<file path="src/rtl/puf_key_reader.sv">
// rtl/puf_key_reader.sv - PUF response sampler with per-bit majority vote and Hamming-distance key match
module puf_key_reader #(
    parameter int WIDTH         = 64,
    parameter int NUM_SAMPLES   = 7,
    parameter int CNT_W         = 4,
    parameter int SETTLE_CYCLES = 16,
    parameter int HD_THRESH     = 6
) (
    input  logic             clk,
    input  logic             rst_n,
    input  logic             start,
    input  logic             abort,
    input  logic [1:0]       control_sel,
    input  logic [WIDTH-1:0] ref_key,
    input  logic [WIDTH-1:0] puf_response,
    output logic             puf_enable,
    output logic [1:0]       puf_control,
    output logic             busy,
    output logic             done,
    output logic [WIDTH-1:0] key_out,
    output logic [6:0]       hamming_dist,
    output logic             match
);

    typedef enum logic [2:0] {
        IDLE, SETTLE, SAMPLE, REARM, VOTE, COMPARE, DONE
    } state_t;

    localparam int SET_W = $clog2(SETTLE_CYCLES + 1);

    state_t           state, state_next;
    logic [SET_W-1:0] settle_cnt;
    logic [CNT_W-1:0] sample_idx;
    logic [CNT_W-1:0] vote_cnt [WIDTH];
    logic [WIDTH-1:0] voted_key, voted_next, diff;
    logic [6:0]       hd_next;
    logic             in_flight, settle_last, sample_last;

    assign in_flight   = (state == SETTLE) || (state == SAMPLE) || (state == REARM) ||
                         (state == VOTE)   || (state == COMPARE);
    assign settle_last = (settle_cnt == SET_W'(SETTLE_CYCLES - 1));
    assign sample_last = (sample_idx == CNT_W'(NUM_SAMPLES - 1));

    assign puf_enable = (state == SETTLE) || (state == SAMPLE);
    assign busy       = in_flight;
    assign done       = (state == DONE);

    always_comb begin
        state_next = state;
        if (in_flight && abort) begin
            state_next = IDLE;
        end else begin
            case (state)
                IDLE:    if (start) state_next = SETTLE;
                SETTLE:  if (settle_last) state_next = SAMPLE;
                SAMPLE:  state_next = sample_last ? VOTE : REARM;
                REARM:   state_next = SETTLE;
                VOTE:    state_next = COMPARE;
                COMPARE: state_next = DONE;
                DONE:    state_next = IDLE;
                default: state_next = IDLE;
            endcase
        end
    end

    // strict majority: a bit is 1 only if more than half the samples saw 1
    always_comb begin
        voted_next = '0;
        for (int i = 0; i < WIDTH; i++) begin
            voted_next[i] = (vote_cnt[i] > CNT_W'(NUM_SAMPLES / 2));
        end
    end

    always_comb begin
        diff    = voted_key ^ ref_key;
        hd_next = '0;
        for (int i = 0; i < WIDTH; i++) begin
            hd_next = hd_next + 7'(diff[i]);
        end
    end

    always_ff @(posedge clk or negedge rst_n) begin
        if (!rst_n) begin
            state        <= IDLE;
            settle_cnt   <= '0;
            sample_idx   <= '0;
            puf_control  <= '0;
            voted_key    <= '0;
            key_out      <= '0;
            hamming_dist <= '0;
            match        <= 1'b0;
            for (int i = 0; i < WIDTH; i++) vote_cnt[i] <= '0;
        end else begin
            state <= state_next;
            case (state)
                IDLE: begin
                    if (start) begin
                        puf_control <= control_sel;
                        settle_cnt  <= '0;
                        sample_idx  <= '0;
                        for (int i = 0; i < WIDTH; i++) vote_cnt[i] <= '0;
                    end
                end
                SETTLE: settle_cnt <= settle_cnt + SET_W'(1);
                SAMPLE: begin
                    sample_idx <= sample_idx + CNT_W'(1);
                    for (int i = 0; i < WIDTH; i++) begin
                        vote_cnt[i] <= vote_cnt[i] + CNT_W'(puf_response[i]);
                    end
                end
                REARM: settle_cnt <= '0;
                VOTE:  voted_key  <= voted_next;
                COMPARE: begin
                    // an abort landing on COMPARE must leave previous results intact
                    if (!abort) begin
                        key_out      <= voted_key;
                        hamming_dist <= hd_next;
                        match        <= (hd_next <= 7'(HD_THRESH));
                    end
                end
                default: ;
            endcase
        end
    end

endmodule
</file>
<file path="config.mk">
export PLATFORM = sky130hd
export DESIGN_NAME = puf_key_reader
export DESIGN_NICKNAME = d
export VERILOG_FILES = /design/src/rtl/puf_key_reader.sv
export SDC_FILE = /design/constraint.sdc
export NUM_CORES = 1
export LEC_CHECK = 0
export ABC_CLOCK_PERIOD_IN_PS = 19000
export CORE_MARGIN = 10
export CORE_UTILIZATION = 29
export DETAILED_ROUTE_END_ITERATION = 10
export PLACE_DENSITY_LB_ADDON = 0.3
export SYNTH_ARGS = -nofsm -noshare
export SYNTH_HDL_FRONTEND = slang
export SYNTH_SLANG_ARGS = --single-unit
</file>
<file path="constraint.sdc">
create_clock -name clk -period 19 [get_ports clk]
set_clock_uncertainty 0.1 [all_clocks]
set_input_delay 4.75 -clock clk [delete_from_list [all_inputs] [get_ports clk]]
set_output_delay 4.75 -clock clk [all_outputs]
set_load 0.005 [all_outputs]
</file>
==> metrics.txt <==
outcome=completed; Worst Setup Path Type=in -> reg; Core Area=68700 um^2; 1st-iter DRT viols=923; die height=284 um; top post-synthesis cells by area=dfrtp_1, ha_1, nand2_1; Synth Area in Compound Gates=13.1%; post-CTS setup buffer count=0; Die Span X=284 um; Yosys reg bits=406; standard-cell row count=96; post-CTS resize count=0; Clock power frac=~19%; initial antenna violation count=9; first-pass GRT wire length=87.6 mm; min cycle time layout=around 11 ns; fmax=91.3 MHz; vias=between 10000 and 15000; Cell Pwr Density=206 nW/um^2; Final nets=between 2000 and 2500; Synth cell types=46; XOR/XNOR Fraction of Synth Area=5.65%; Final Max Slew Viols=0; flop2flop setup slack=12.20 ns; HPWL Detailed=37.0 mm; multiplexer area fraction after synthesis=0.329%; CTS Sinks=a little over 400; GRT Residual Overflow=0; die area=80400 um^2; drt drc=0; Final Non-Filler Cells=3090; Synth Flop Type=dfrtp_1; Top Ports=211; Hold Fails Final Rpt=0; final setup fails=0; Arrival @ worst endpoint=11.30 ns; Pint=2.81 mW; required time worst endpoint=19.35 ns; IO buf count=210; worst slew pin tran=1.05 ns; layout cells sized above 1=just over 5%; CTS tree=done; Area Growth Syn to Fin=22.9%; sequential share of power=18.0%; post-synthesis sequential area ratio=50.4%; First-pass DRT Iterations=5; Setup crit end=match$_DFFE_PN0P_; placed insts=3000; Rel. slew slack=29.7%; setup TNS=0 ns; endpoint class of the critical path=register; Comb power frac=62.7%; crit path launch type=primary input; cell with the most instances after synthesis=dfrtp_1; Num CTS Buffers=49; Worst Path Max Fanout=3; latest clock arrival within the worst-skew pair=approximately 0.57 ns; GPL Wtd Cong=0.766; worst hold path type=reg -> reg; Hold Crit Depth=2; largest area contributor in the netlist=dfrtp_1; Sw Pwr=about 2.3 mW; Ant. Diodes=0; routed wire length=54.5 mm; YS warnings=0; ys async rst share=100%; Worst Reg-to-Reg Cells=19; Net Count, Synth=2276; vias in the first global route=~15000; Commonest cells post-synth=dfrtp_1, nand2_1, nor2_1, o21ai_0, ha_1; synthesized area=20200 um^2; Post-CTS Hold Buffers=0; Antenna Nets Post-Route=0; Period Utilization, post-route=57.6%; clock slew at reported path FFs=0.06 ns; worst IR drop on VDD=roughly 0.00066 V; syn_area_per_cell=slightly above 10 um^2; post-synth top area share=50.4%; switch share=44.9%; adder-cell share of the synthesized area=14.5%; maximum buffer depth of the clock tree=3; combinational family with the most area after synthesis=adder cells; largest net degree at the start of global routing=150; Post-Syn Instances=1941; r2r endpoint=match$_DFFE_PN0P_; clock root buffer=clkbuf_16; number of synthesized flops with an enable pin=0; RSZ-0062 raised after global routing=false; Synth Area in Simple Gates=12.5%; MaxCap Viol Count=0; worst setup path startpoint=ref_key[47]; GRT Total Usage=13.5%; Via density=4.71; P_leak=roughly 12 nW; Routed WL per cell=17.6 um; Initial Util=between 20% and 30%; CTS H-tree depth=2; worst r2r src=voted_key[35]$_DFFE_PN0N_
## metrics by stage
| stage | instance area (um^2) | util [%] | worst slack [ns] | hold WS [ns] | power (mW) |
|---|---|---|---|---|---|
| 2_1_floorplan | 20200 | - | 8.40 | 0.350 | 3.36 |
| 3_3_place_gp | 23100 | 33.6 | 7.57 | 0.359 | 3.95 |
| 3_5_place_dp | 23100 | 33.6 | 7.49 | 0.362 | 4.11 |
| 4_1_cts | 24800 | 36.0 | 8.10 | 0.380 | 5.14 |
| 5_1_grt | 24800 | 36.0 | 7.73 | 0.394 | 5.62 |
| 6_report | 24800 | 36.0 | 8.05 | 0.375 | 5.10 |
## cells by family (layout without fill, tap and decap cells)
group                    Yosys count  after routing
buffers and inverters            148            366
AO/OA/AOI/OAI                    423            423
multiplexers                       6              6
AND/OR/NAND/NOR                  627            627
flip-flops                       406            406
adder cells (fa/ha/maj)          201            201
XOR/XNOR                         130            130
## power groups by stage
| stage | combinational [mW] | sequential [mW] | clock, mW |
|---|---|---|---|
| floorplan | 2.44 | 0.921 | 0 |
| global placement | 3.02 | 0.931 | 0 |
| detailed placement | 3.18 | 0.931 | 0 |
| CTS | 3.20 | 0.916 | 1.02 |
| global route | 3.64 | 0.919 | 1.06 |
| finish | 3.20 | 0.915 | 0.986 |
## how the worst min path moves through the flow
| stage | startpoint | endpoint | slack, ns |
|---|---|---|---|
| 6_report | key_out[18]$_DFFE_PN0P_ | key_out[18]$_DFFE_PN0P_ | 0.38 |
| 5_1_grt | key_out[18]$_DFFE_PN0P_ | key_out[18]$_DFFE_PN0P_ | 0.39 |
| 4_1_cts | key_out[18]$_DFFE_PN0P_ | key_out[18]$_DFFE_PN0P_ | 0.38 |
| 3_5_place_dp | key_out[21]$_DFFE_PN0P_ | key_out[21]$_DFFE_PN0P_ | 0.36 |
| 3_3_place_gp | key_out[46]$_DFFE_PN0P_ | key_out[46]$_DFFE_PN0P_ | 0.36 |
| 2_1_floorplan | settle_cnt[4]$_DFFE_PN0P_ | settle_cnt[4]$_DFFE_PN0P_ | 0.35 |
## critical path, cell delays in order
cell and delay [ns]:
clkdlybuf4s50_1 0.42, xnor2_1 0.16, fa_1 0.54, inv_1 0.06, fa_1 0.59, inv_1 0.09, fa_1 0.49, fa_1 0.54
inv_1 0.06, fa_1 0.50, inv_1 0.05, fa_1 0.47, fa_1 0.53, fa_1 0.48, inv_1 0.07, ha_1 0.21
inv_1 0.07, fa_1 0.39, nand2b_1 0.18, a21oi_1 0.18, xor2_1 0.11, o41ai_1 0.35
## flip-flops by register name, indices dropped and copies added, names as in the netlist, 2 cells and up
register,cells
hamming_dist,7
key_out,64
puf_control,2
sample_idx,4
settle_cnt,5
state,3
vote_cnt,256
voted_key,64
## final cells by class
type                       count  area (um^2)
clock buffer                  70         1460
timing repair buffer         224         2220
inverter                      52          195
tap                          931         1160
multi-input combinational   1387         9310
fill                        6879        43900
clock inverter                20          249
sequential                   406        10200
## cell usage in the layout, fill, tap and decap left out, drive strengths merged, types with 65 or more instances in the layout
cell / instances
dfrtp: 406
xor2: 88
nand3: 65
nor2: 206
ha: 147
clkbuf: 70
clkdlybuf4s50: 209
o21ai: 209
nand2: 336
a21oi: 72
a22o: 128
## metal layers
metal | GRT usage [%] | vias up | share of wire [%]
met2 | 21.4 | 281 | 45
met3 | 3.69 | 75 | 5.6
met1 | 18.1 | 7223 | 47
met5 | 0 | - | 0.24
li1 | - | 6949 | -
met4 | 2.98 | 18 | 1.7
(Power assumes the default switching activity.)
